==> src/rtl/ifetch_pkg.sv <==
// Shared pipeline definitions: widths, NOP encoding
// and the fetch-stage FSM state encodings.
package ifetch_pkg;

  localparam int DATA_W   = 16;
  localparam int OPCODE_W = 4;
  localparam int REG_N    = 8;

  // Encoding decode treats as a no-op; also the
  // power-on contents of the instruction register.
  localparam logic [15:0] NOP_INST = 16'h0000;

  // Fetch FSM: one request phase, one issue phase.
  localparam logic IF_S_REQ   = 1'b0;
  localparam logic IF_S_ISSUE = 1'b1;

endpackage

==> src/rtl/ifetch.sv <==
// Instruction fetch stage: holds the PC, fetches one
// instruction over imem req/ack, issues it to decode
// over valid/ready, loads the next PC from branch
// control on each accept, and squashes to NOP while
// nop_en is high.
// Ports: clk, reset (sync, active-high);
//   pc_bout, nop_en  <- branch control
//   pc_out           -> branch control pc_in
//   imem_req/addr/ack/rdata  instruction memory
//   inst_valid/ready/out     decode handshake
// Optional (IFETCH_PERF_CNT_EN): issue_cnt and
//   squash_cnt accept counters, wrapping at 16 bits.
module ifetch #(
  parameter int          DATA_W   = 16,
  parameter int          INST_W   = 16,
  parameter logic [15:0] RESET_PC = 16'h0000
) (
  input  logic              clk,
  input  logic              reset,
  input  logic [DATA_W-1:0] pc_bout,
  input  logic              nop_en,
  output logic [DATA_W-1:0] pc_out,
  output logic              imem_req,
  output logic [DATA_W-1:0] imem_addr,
  input  logic              imem_ack,
  input  logic [INST_W-1:0] imem_rdata,
  output logic              inst_valid,
  input  logic              inst_ready,
`ifdef IFETCH_PERF_CNT_EN
  output logic [15:0]       issue_cnt,
  output logic [15:0]       squash_cnt,
`endif
  output logic [INST_W-1:0] inst_out
);

  import ifetch_pkg::*;

  localparam logic [INST_W-1:0] NOP_W =
    INST_W'(NOP_INST);
  localparam logic [DATA_W-1:0] RST_PC_W =
    DATA_W'(RESET_PC);

  logic              state_q;
  logic [DATA_W-1:0] pc_q;
  logic [INST_W-1:0] inst_q;
  logic              accept;

  assign accept = inst_valid && inst_ready;

  always_ff @(posedge clk) begin
    if (reset) begin
      state_q <= IF_S_REQ;
      pc_q    <= RST_PC_W;
      inst_q  <= NOP_W;
    end else begin
      unique case (state_q)
        IF_S_REQ: begin
          if (imem_ack) begin
            inst_q  <= imem_rdata;
            state_q <= IF_S_ISSUE;
          end
        end
        IF_S_ISSUE: begin
          // A squashed accept still takes the
          // redirect target from branch control.
          if (inst_ready) begin
            pc_q    <= pc_bout;
            state_q <= IF_S_REQ;
          end
        end
        default: state_q <= IF_S_REQ;
      endcase
    end
  end

  assign imem_req   = (state_q == IF_S_REQ);
  assign inst_valid = (state_q == IF_S_ISSUE);
  assign pc_out     = pc_q;
  assign imem_addr  = pc_q;

  // Same-cycle squash: nop_en gates the held word.
  assign inst_out = nop_en ? NOP_W : inst_q;

`ifdef IFETCH_PERF_CNT_EN
  always_ff @(posedge clk) begin
    if (reset) begin
      issue_cnt  <= 16'h0000;
      squash_cnt <= 16'h0000;
    end else if (accept) begin
      if (nop_en)
        squash_cnt <= squash_cnt + 16'h0001;
      else
        issue_cnt  <= issue_cnt + 16'h0001;
    end
  end
`else
  logic unused_accept;
  assign unused_accept = accept;
`endif

endmodule
==> config.mk <==
export PLATFORM = sky130hd
export DESIGN_NAME = ifetch
export DESIGN_NICKNAME = d
export VERILOG_FILES = /design/src/rtl/ifetch_pkg.sv /design/src/rtl/ifetch.sv
export SDC_FILE = /design/constraint.sdc
export NUM_CORES = 1
export LEC_CHECK = 0
export ABC_CLOCK_PERIOD_IN_PS = 2500
export BUFFER_PORTS_ARGS = -buffer_cell sky130_fd_sc_hd__buf_2
export CAP_MARGIN = 30
export CORE_ASPECT_RATIO = 0.5
export CORE_MARGIN = 2
export CORE_UTILIZATION = 49
export DETAILED_ROUTE_END_ITERATION = 6
export PLACE_DENSITY = 0.84
export SYNTH_ARGS = -nofsm -noshare
export SYNTH_HDL_FRONTEND = slang
export SYNTH_SLANG_ARGS = --single-unit
==> constraint.sdc <==
create_clock -name clk -period 2.5 [get_ports clk]
set_clock_uncertainty 0.15 [all_clocks]
set_input_delay 0.75 -clock clk [delete_from_list [all_inputs] [get_ports clk]]
set_output_delay 0.75 -clock clk [all_outputs]
set_load 0.02 [all_outputs]
---- Word level (Yosys, flattened, before mapping) ----
Cells that the tools add are included.
word-level totals
  flip-flop bits (word level) ............. 33
  logic and storage cells ................. 10
  bits in read-only memories .............. 0
  RAM bits ................................ 0
  memories ................................ 0
  latch bits .............................. 0
  input bits .............................. 37
  output and inout port bits .............. 50
operators by class
  bitwise gates (word level) .............. 1
  reduce and logical (&&, ||, !) cells .... 2
  divide/modulo/power cells ............... 0
  multiplexer cells ....................... 4
  order comparisons ....................... 0
  multipliers ............................. 0
  shift operators ......................... 0
  add/subtract/negate cells ............... 0
  equality and inequality tests ........... 0
operators by type and width
  operator                         count
  2-to-1 mux 16 bit                1
  AND reduction 2 bit              2
  2-to-1 mux 1 bit                 2
  case mux 1 bit (2 select lines)  1
  inverter 1 bit                   1

---- Longest topological paths before layout ----
Gate-level depths: netlist (run 1).
  depth after elaboration ................. 2
  mapped depth ............................ 4
  depth with buffers taken out ............ 2

---- Least setup slack after synthesis (run 1) ----
Ideal clock, no wire load.
  path type ............................... input to output
  start ................................... input nop_en
  end ..................................... output inst_out[10]
  arrival time ............................ 1.255 ns
  stages .................................. 2
  slack ................................... 0.345 ns
  path through ............................ clkbuf_1 > and2b_1
on the way
  word-level cells in the longest chain between the ends .. 1
RTL lines
  what               RTL line      source
  from (decl)        ifetch.sv:21  input logic nop_en,
  2-to-1 mux 16 bit  ifetch.sv:82  assign inst_out = nop_en ? NOP_W : inst_q;
  to (decl)          ifetch.sv:33  output logic [INST_W-1:0] inst_out
No other way between the ends.

---- Worst setup path in the final report (run 1) ----
Ends and elaborated chain as after synthesis.

==> results of run 1 <==
power breakdown:
group	total [W]	internal (W)	switching [W]
Sequential	0.000569	0.000553	0.0000164
Combinational	0.000219	0.0000934	0.000125
Clock	0.000371	0.000193	0.000178
Total	0.00116	0.000839	0.000320
synthesized netlist by cell type:
library cell  count
dfxtp_1          33
buf_4            18
nand2b_1         16
nand3_1          16
nand4bb_1        16
a21bo_1          14
nor2b_1          14
a21oi_2          13
o21ai_2          10
buf_2             6
o21ai_0           6
clkbuf_1          5
a21oi_1           3
and2b_1           3
a21bo_2           2
buf_6             2
buf_8             2
and2b_4           1
inv_1             1
o21ba_2           1
stage by stage:
stage	hold WS (ns)	setup WS, ns	total power, W
detailed placement	0.308	0.226	0.000800
CTS	0.321	0.222	0.00117
global placement	0.304	0.243	0.000794
global route	0.339	0.192	0.00122
finish	0.318	0.233	0.00116
floorplan	0.295	0.345	0.000748
per-layer routing:
layer  GRT usage [%]  up-vias  share of wire, %
met5               0        -                 0
met4            3.58        0              0.32
met3            5.62        2               5.0
met2            33.7       38                50
met1            22.0      682                45
li1                -      743                 -
registers in the layout, indices dropped and copies added (netlist names):
signal	cells
imem_addr	16
inst_q	16
inst_valid	1
critical path: cells and delay by family:
| family | cells | cell delay (ns) |
|---|---|---|
| and+or+nand+nor | 1 | 0.22 |
| buffers and inverters | 2 | 0.39 |
cell families after synthesis:
group | count (synthesis) | share of synthesized area (%)
buffers and inverters | 34 | 13.4
AND/OR/NAND/NOR | 66 | 26.7
AO/OA/AOI/OAI | 49 | 23.2
flip-flops | 33 | 36.7
area by class of cell:
cell class,instances,area (sq um)
clock inverters,2,10.0
well taps,51,63.8
clock buffers,6,72.6
repair buffers,89,453
inverters,1,3.75
multi-input cells,115,897
flip-flops and latches,33,661
fillers,327,1310
final timing paths:
path / cells after the start / to / from
hold reg to reg: 2 / inst_q[3] / inst_q[3]
setup / recovery: 3 / inst_out[10] / nop_en
setup reg to reg: 3 / inst_valid / inst_valid
hold / removal: 2 / inst_q[3] / inst_q[3]
==> metrics, run 1 <==
status=complete, no violations; Placed Area=approximately 2100 sq um; Yosys top cell area share=36.7%; vias after detailed routing=~1500; Post-CTS Repair Setup Buffers=0; register-to-register setup slack=around 0.81 ns; Die ar.=~4200 sq um; worst min path class=flip-flop to flip-flop; GRT Residual Overflow=0; Clock Path Buffers=2; crit path max fanout=16; synth top area cells=dfxtp_1 37%, nand4bb_1 10%, a21bo_1 7.8%, buf_4 7.5%, a21oi_2 6.3%; Initial Utilization=51.8%; Fmax=around 440 MHz; WL per Instance=~13 microns; Syn Inst Count=between 150 and 200; row cnt=15; commonest cells after routing, fill and taps aside=86 x buf_2, 33 x dfxtp_1, 16 x nand3_1, 16 x nand2b_1, 16 x nand4bb_1; relative slew slack=between 60% and 70%; antenna violations before repair=0; critical path's slowest cell=buf_2; CP arrival=between 1 and 1.5 ns; clock period minus worst slack=about 2.3 ns; TritonCTS clock tree=yes; cell mode on critical path=buf_2; Crit. End Element=output port; estimated wirelength of the detail-placed design=about 2600 microns; Area Growth Syn to Fin=20.2%; fin cells=297; Core Util, Final=between 60 and 70%; vias in the first global route=1338; Num CTS Buffers=5; endpoints failing hold=0; startpoint types=input pin; leak pwr=~0.99 nW; Die Span X=roughly 90 microns; Synth Net Count=~220; number of placed instances, taps included=289; P per Cell Area=536 nW/um^2; Placer Congestion=roughly 0.65; io pins=87; Total Neg Setup Slack=0 ns; Final Max Tran Viols=0; Core Box Area=between 3000 and 4000 sq um; CP Cell Sequence=buf_2 -> and2b_1 -> buf_2; Ant. Diodes=0; largest area contributor in the netlist=dfxtp_1; Seq/Total Area, Yosys=36.7%; Least-Margin Pin Slew=about 0.56 ns; Yosys warnings=0; Final #Nets=between 200 and 300; Root Driver=clkbuf_8; CTS H-tree depth=2; Synth cell types=20; Setup violations, final=0; DRC Markers=0; hold buffers post-CTS=0; crit-path max cell delay=0.24 ns; largest net degree at the start of global routing=40; layout cell share with drive strength beyond 1=roughly 50%; Pre-antenna DRT Iters=4; commonest non-fill, non-tap cell in the layout=buf_2; worst skew pair latency=~0.27 ns; maximum VDD drop=between 0.2 and 0.3 mV; first-pass GRT wire length=5890 microns; GRT Overall Usage=18.4%; post_cts resized=0; synthesis-stage register bit count=33; ANT nets after route=0; final wirelength=between 3000 and 4000 microns; Critical Path RT=1.60 ns; maxcap violations=0; final instance area=2160 sq um; Die H=~47 microns; RSZ-0062 raised after global routing=false; final period utilization=roughly nine tenths; syn_area_per_cell=~9.9 sq um; Clock transition at path regs=0.06 ns; Netlist Area Pre-Place=1800 sq um; I/O Buffers=86; clk sinks=33; Iteration-0 DRC Markers=47; Setup Crit Path Kind=input pin to output port; vias per std cell=approximately 5
Power figures use the tool's default switching activity.
==> run 2, diff against run 1 <==
--- a/config.mk
+++ b/config.mk
@@ -5,12 +5,13 @@
 export SDC_FILE = /design/constraint.sdc
 export NUM_CORES = 1
 export LEC_CHECK = 0
+export ABC_AREA = 1
 export ABC_CLOCK_PERIOD_IN_PS = 2500
 export BUFFER_PORTS_ARGS = -buffer_cell sky130_fd_sc_hd__buf_2
 export CAP_MARGIN = 30
 export CORE_ASPECT_RATIO = 0.5
 export CORE_MARGIN = 2
-export CORE_UTILIZATION = 49
+export CORE_UTILIZATION = 47
 export DETAILED_ROUTE_END_ITERATION = 6
 export PLACE_DENSITY = 0.84
 export SYNTH_ARGS = -nofsm -noshare
==> run 2 against run 1 <==
Worst setup slack better by 0.10 ns. Worst hold slack better by 0.015 ns. Final cell count increased by 13%. Core utilization grew 0.40 points. Count of clock-buffer cells in the layout increased by 1. Fmax increased by 4.7%. Critical path type unchanged. Register-to-register slack better by 0.46 ns. The flow now finishes with violations (design-rule violations). Flip-flop and latch count unchanged. Power increased by 7.1%.
==> metrics, run 2 <==
maxcap violations=0 (unchanged); Total Neg Setup Slack=0 ns (unchanged); Post-synth EDFFs=0 (unchanged); Netlist Area Pre-Place=1570 sq um (was 1800 sq um); # fillers=305 (was 327); antenna violations before repair=0 (unchanged); GR Util met1=20.1% (was 22.0%); FFs w/ async S/R, synth=0% (unchanged); Clock Path Buffers=2 (unchanged); Clk pwr share=31.7% (was 32.0%); Pre-antenna DRT Iters=6 (was 4); grt met2 use=33.0% (was 33.7%); Fmax=462 MHz (was 441 MHz); startpoint types=input pin (unchanged); Reg-to-Reg End=imem_addr[7] (was inst_valid); TritonCTS clock tree=yes (unchanged); sequential power share=47.5% (was 49.1%); Primary FF master, synth=dfxtp_1 (unchanged); Yosys warnings=0 (unchanged); M3 GR Usage=4.94% (was 5.62%); Initial Utilization=50.7% (was 51.8%); status=complete, but fails checks (was complete, no violations); P per Cell Area=639 nW/um^2 (was 536 nW/um^2); CTS H-tree depth=2 (unchanged); Syn Inst Count=228 (was 182); busiest grt layer=met2 (unchanged); Hold EP=inst_q[9] (was inst_q[3]); maximum VDD drop=0.347 mV (was 0.300 mV); Final #Nets=333 (was 282); Ant. Diodes=0 (unchanged); RSZ-0062 raised after global routing=false (unchanged); Synth Net Count=265 (was 219); GRT Residual Overflow=0 (unchanged); Synth cell types=17 (was 20); Seq/Total Area, Yosys=42.0% (was 36.7%); Area Growth Syn to Fin=23.6% (was 20.2%); GRT Overall Usage=17.7% (was 18.4%); final period utilization=86.6% (was 90.7%); Critical Path RT=1.60 ns (about the same); Iteration-0 DRC Markers=66 (was 47); commonest non-fill, non-tap cell in the layout=buf_2 (unchanged); Reg2Reg Depth=4 (was 3); vias per std cell=4.53 (was 4.93); io pins=87 (unchanged); Final Max Tran Viols=0 (unchanged); Setup violations, final=0 (unchanged); endpoints failing hold=0 (unchanged); synth top area cells=dfxtp_1 42%, nor2_1 19%, buf_4 8.6%, inv_1 8.1%, nand3_1 5.1% (was dfxtp_1 37%, nand4bb_1 10%, a21bo_1 7.8%, buf_4 7.5%, a21oi_2 6.3%); Post-CTS Repair Setup Buffers=0 (unchanged); estimated wirelength of the detail-placed design=2510 microns (was 2630 microns); Placer Congestion=0.771 (was 0.655); Least-Margin Pin Slew=0.424 ns (was 0.556 ns); I/O Buffers=86 (unchanged); Num CTS Buffers=5 (unchanged); RR Startpoint=inst_valid (unchanged); largest net degree at the start of global routing=19 (was 40); clk sinks=33 (unchanged); clock period minus worst slack=2.17 ns (was 2.27 ns); Comb power frac=20.7% (was 18.9%); register-to-register setup slack=1.27 ns (was 0.81 ns); WL per Instance=9.96 microns (was 12.8 microns); first-pass GRT wire length=5310 microns (was 5890 microns); relative slew slack=71.7% (was 62.9%); synthesis-stage register bit count=33 (unchanged); hold buffers post-CTS=0 (unchanged); Clock transition at path regs=0.06 ns (about the same); ANT nets after route=0 (unchanged); row cnt=14 (was 15); failing checks=design-rule violations; final setup margin=0.334 ns (was 0.233 ns); vias after detailed routing=1521 (was 1465); WHS Path Cells=2 (unchanged); origin of the worst min-delay path=inst_q[9] (was inst_q[3]); Die ar.=3850 sq um (was 4200 sq um); worst skew pair latency=0.27 ns (about the same); internal power=0.000879 W (was 0.000839 W); Die Span X=85.8 microns (was 89.7 microns); worst slack at placement=0.336 ns (was 0.226 ns); count leader, synth=nor2_1 (was dfxtp_1); worst min path class=flip-flop to flip-flop (unchanged); largest area contributor in the netlist=dfxtp_1 (unchanged); vias in the first global route=1257 (was 1338); Root Driver=clkbuf_8 (unchanged); leak pwr=1.12 nW (was 0.988 nW); synth cell count leaders=78 x nor2_1, 34 x inv_1, 33 x dfxtp_1 (was 33 x dfxtp_1, 18 x buf_4, 16 x nand2b_1, 16 x nand3_1, 16 x nand4bb_1); Setup Crit Path Kind=input pin to output port (unchanged); Sw Share=29.2% (was 27.6%); post_cts resized=0 (unchanged); Core Box Area=3100 sq um (was 3470 sq um); switching power total=0.000363 W (was 0.000320 W); syn_area_per_cell=6.89 sq um (was 9.88 sq um); final wirelength=3350 microns (was 3810 microns); DRC Markers=4 (was 0); Die H=44.9 microns (was 46.8 microns); Crit. End Element=output port (unchanged); Yosys top cell area share=42.0% (was 36.7%); commonest cells after routing, fill and taps aside=86 x buf_2, 78 x nor2_1, 34 x inv_1 (was 86 x buf_2, 33 x dfxtp_1, 16 x nand3_1, 16 x nand2b_1, 16 x nand4bb_1); layout cell share with drive strength beyond 1=34.1% (was 50.0%); CP arrival=1.27 ns (was 1.37 ns); crit path max fanout=16 (unchanged)
[run 2: changes by cell type in the layout (fill, tap and decap cells not counted), moves of 4 or more]
cell       delta
nor2_1       +78
inv_1        +33
nand2_1      +16
nand2b_1     -16
nand4bb_1    -16
a21bo_1      -14
nor2b_1      -14
a21oi_2      -13
o21ai_2      -10
o21ai_1       +7
o21ai_0       +4
[run 2: metal layers]
metal  up-vias  routed length [microns]
li1        793                        -
met1       686                     1450
met2        39                     1710
met3         3                      177
met4         0                        6
met5         -                        0
[run 2: metrics by stage]
stage / instance area [sq um] / hold WS [ns] / instances / util, % / power (W)
4_1_cts: 1940 / 0.337 / 336 / 62.6 / 0.00126
6_report: 1940 / 0.332 / 336 / 62.6 / 0.00124
3_5_place_dp: 1860 / 0.322 / 329 / 59.8 / 0.000862
5_1_grt: 1940 / 0.354 / 336 / 62.6 / 0.00132
2_1_floorplan: 1570 / 0.304 / 228 / - / 0.000801
3_3_place_gp: 1860 / 0.315 / 329 / 59.8 / 0.000855
[run 2: cell families (layout without fill, tap and decap cells)]
family	Yosys count	count (layout)	synth area share, %
flip-flops	33	33	42.0
buffers and inverters	63	131	22.4
AO/OA/AOI/OAI	17	17	5.41
AND/OR/NAND/NOR	115	115	30.2
[run 2: layout make-up]
class                   instances  area [sq um]  area share [%]
inverters                      36           140            7.22
repair buffers                 88           445            22.9
well taps                      40          50.0            2.58
clock buffers                   7          86.3            4.45
flip-flops and latches         33           661            34.0
multi-input cells             132           559            28.8
[run 2: worst max-delay path, stage by stage]
cell and delay (ns):
buf_2 0.26, nor2_1 0.09, buf_2 0.17
[run 2: worst max path at each step]
stage / from / to / slack [ns] / depth (start not counted)
CTS: nop_en / inst_out[4] / 0.33 / 3
floorplan: nop_en / inst_out[10] / 0.23 / 3
global route: nop_en / inst_out[4] / 0.28 / 3
detailed placement: nop_en / inst_out[4] / 0.34 / 3
global placement: nop_en / inst_out[13] / 0.35 / 3
finish: nop_en / inst_out[4] / 0.33 / 3
[run 2: power by group through the flow]
stage / combinational [W] / clock, W / sequential [W]
3_3_place_gp: 0.000255 / 0 / 0.000600
3_5_place_dp: 0.000260 / 0 / 0.000602
2_1_floorplan: 0.000180 / 0 / 0.000620
6_report: 0.000257 / 0.000394 / 0.000590
5_1_grt: 0.000286 / 0.000434 / 0.000595
4_1_cts: 0.000260 / 0.000410 / 0.000590
==> run 3, diff against run 2 <==
==> config.mk (replaced) <==
export PLATFORM = sky130hd
export DESIGN_NAME = ifetch
export DESIGN_NICKNAME = d
export VERILOG_FILES = /design/src/rtl/ifetch_pkg.sv /design/src/rtl/ifetch.sv
export SDC_FILE = /design/constraint.sdc
export NUM_CORES = 1
export LEC_CHECK = 0
export ABC_CLOCK_PERIOD_IN_PS = 2500
export CAP_MARGIN = 30
export CELL_PAD_IN_SITES_DETAIL_PLACEMENT = 1
export CELL_PAD_IN_SITES_GLOBAL_PLACEMENT = 1
export CORE_ASPECT_RATIO = 0.5
export CORE_MARGIN = 2
export CORE_UTILIZATION = 48
export DETAILED_ROUTE_END_ITERATION = 6
export DONT_BUFFER_PORTS = 1
export PLACE_DENSITY_LB_ADDON = 0.1
export SYNTH_ARGS = -nofsm -noshare
export SYNTH_HDL_FRONTEND = slang
export SYNTH_SLANG_ARGS = --single-unit
==> run 3 against run 2 <==
The flow now finishes without violations. Final cell count down 38%. Via count shrank 22%. Non-clock buffer count shrank 86. Worst setup slack improved by 0.18 ns. Flip-flop and latch count is the same. Critical path type unchanged. Largest cell class is now multi-input gates.
==> metrics, run 3 (synthesis gave the netlist of run 1 again) <==
row cnt=15 (was 14); Clock transition at path regs=0.06 ns (about the same); status=complete, no violations (was complete, but fails checks); number of placed instances, taps included=202 (was 329); CP arrival=1.09 ns (was 1.27 ns); commonest non-fill, non-tap cell in the layout=dfxtp_1 (was buf_2); largest net degree at the start of global routing=50 (was 19); Setup Crit Path Kind=input pin to output port (unchanged); io pins=87 (unchanged); estimated wirelength of the detail-placed design=2240 microns (was 2510 microns); ANT nets after route=0 (unchanged); Critical Path RT=1.60 ns (about the same); WL per Instance=16.8 microns (was 9.96 microns); clock period minus worst slack=1.99 ns (was 2.17 ns); GRT Residual Overflow=0 (unchanged); Final #Nets=195 (was 333); Least-Margin Pin Slew=0.435 ns (was 0.424 ns); maxcap violations=0 (unchanged); Area Growth Syn to Fin=-3.90% (was 23.6%); RSZ-0062 raised after global routing=false (unchanged); area of the multi-input gates=897 sq um (was 559 sq um); final wirelength=3520 microns (was 3350 microns); Ant. Diodes=0 (unchanged); hold slack=0.321 ns (was 0.332 ns); vias in the first global route=1058 (was 1257); CP Cell Sequence=nor2b_1 (was buf_2 -> nor2_1 -> buf_2); leak pwr=0.573 nW (was 1.12 nW); Iteration-0 DRC Markers=30 (was 66); Total Neg Setup Slack=0 ns (unchanged); Die ar.=4280 sq um (was 3850 sq um); Setup violations, final=0 (unchanged); fin cells=210 (was 336); GRT Overall Usage=16.2% (was 17.7%); Core Util, Final=49.2% (was 62.6%); cell family with most CP delay=simple AND/OR/NAND/NOR gates (was buffers and inverters); crit path max fanout=16 (unchanged); antenna violations before repair=0 (unchanged); TritonCTS clock tree=yes (unchanged); Post-CTS Repair Setup Buffers=0 (unchanged); Fmax=502 MHz (was 462 MHz); final setup margin=0.510 ns (was 0.334 ns); Placer Congestion=0.623 (was 0.771); Buf/Inv on CP=0 (was 2); worst skew pair latency=0.28 ns (was 0.27 ns); endpoints failing hold=0 (unchanged); Root Driver=clkbuf_8 (unchanged); first-pass GRT wire length=5300 microns (was 5310 microns); Die H=47.3 microns (was 44.9 microns); # fillers=418 (was 305); I/O Buffers=0 (was 86); layout cell share with drive strength beyond 1=23.9% (was 34.1%); CTS H-tree depth=2 (unchanged); vias after detailed routing=1184 (was 1521); Initial Utilization=51.2% (was 50.7%); worst slack at placement=0.500 ns (was 0.336 ns); Num CTS Buffers=5 (unchanged); DRC Markers=0 (was 4); maximum VDD drop=0.220 mV (was 0.347 mV); clk sinks=33 (unchanged); Pre-antenna DRT Iters=4 (was 6); Core Box Area=3510 sq um (was 3100 sq um); Die Span X=90.6 microns (was 85.8 microns); final period utilization=79.6% (was 86.6%); Final Max Tran Viols=0 (unchanged); vias per std cell=5.64 (was 4.53); hold buffers post-CTS=0 (unchanged); register area=662 sq um (was 661 sq um); worst min path class=flip-flop to flip-flop (unchanged); post_cts resized=0 (unchanged); commonest cells after routing, fill and taps aside=32 x dfxtp_1, 16 x nand3_1, 16 x nand2b_1, 16 x nand4bb_1 (was 86 x buf_2, 78 x nor2_1, 34 x inv_1); startpoint types=input pin (unchanged); Crit. End Element=output port (unchanged); Clock Path Buffers=2 (unchanged); P per Cell Area=636 nW/um^2 (was 639 nW/um^2); relative slew slack=70.9% (was 71.7%); crit-path max cell delay=0.34 ns (was 0.26 ns); critical path's slowest cell=nor2b_1 (was buf_2)
run 3: cell types whose count changed in the layout (fill, tap and decap cells not counted), moves of 16 or more:
cell       change
nand4bb_1     +16
buf_2         -86
nor2_1        -78
nand2b_1      +16
nand2_1       -16
inv_1         -33
run 3: routing by layer:
| metal | global-route usage, % | part of all wire (%) | up-vias |
|---|---|---|---|
| li1 | - | - | 566 |
| met1 | 21.0 | 48 | 573 |
| met2 | 25.8 | 44 | 43 |
| met3 | 6.90 | 7.5 | 2 |
| met4 | 3.69 | 0.51 | 0 |
| met5 | 0 | 0 | - |
run 3: through the flow:
| stage | instance area [sq um] | power, W |
|---|---|---|
| after floorplan | 1800 | 0.000748 |
| after global placement | 1640 | 0.000719 |
| after detailed placement | 1640 | 0.000722 |
| after CTS | 1730 | 0.00112 |
| after global routing | 1730 | 0.00116 |
| final | 1730 | 0.00110 |
run 3: final timing paths:
kind	from	end	slack [ns]	cells past startpoint
setup / recovery	nop_en	inst_out[1]	0.51	1
hold / removal	inst_q[14]	inst_q[14]	0.32	2
setup reg to reg	inst_valid	inst_valid	0.89	3
hold reg to reg	inst_q[14]	inst_q[14]	0.32	2
run 3: area by class of cell:
| type | instances | area share (%) |
|---|---|---|
| Clock buffer | 5 | 3.98 |
| Tap cell | 51 | 3.69 |
| Inverter | 1 | 0.217 |
| Sequential cell | 33 | 38.3 |
| Timing Repair Buffer | 2 | 0.869 |
| Multi-Input combinational cell | 115 | 51.9 |
| Clock inverter | 3 | 1.01 |
run 3: power by group:
| group | switching (W) | internal [W] |
|---|---|---|
| clock | 0.000199 | 0.000192 |
| sequential | 0.0000457 | 0.000553 |
| combinational | 0.0000562 | 0.0000537 |
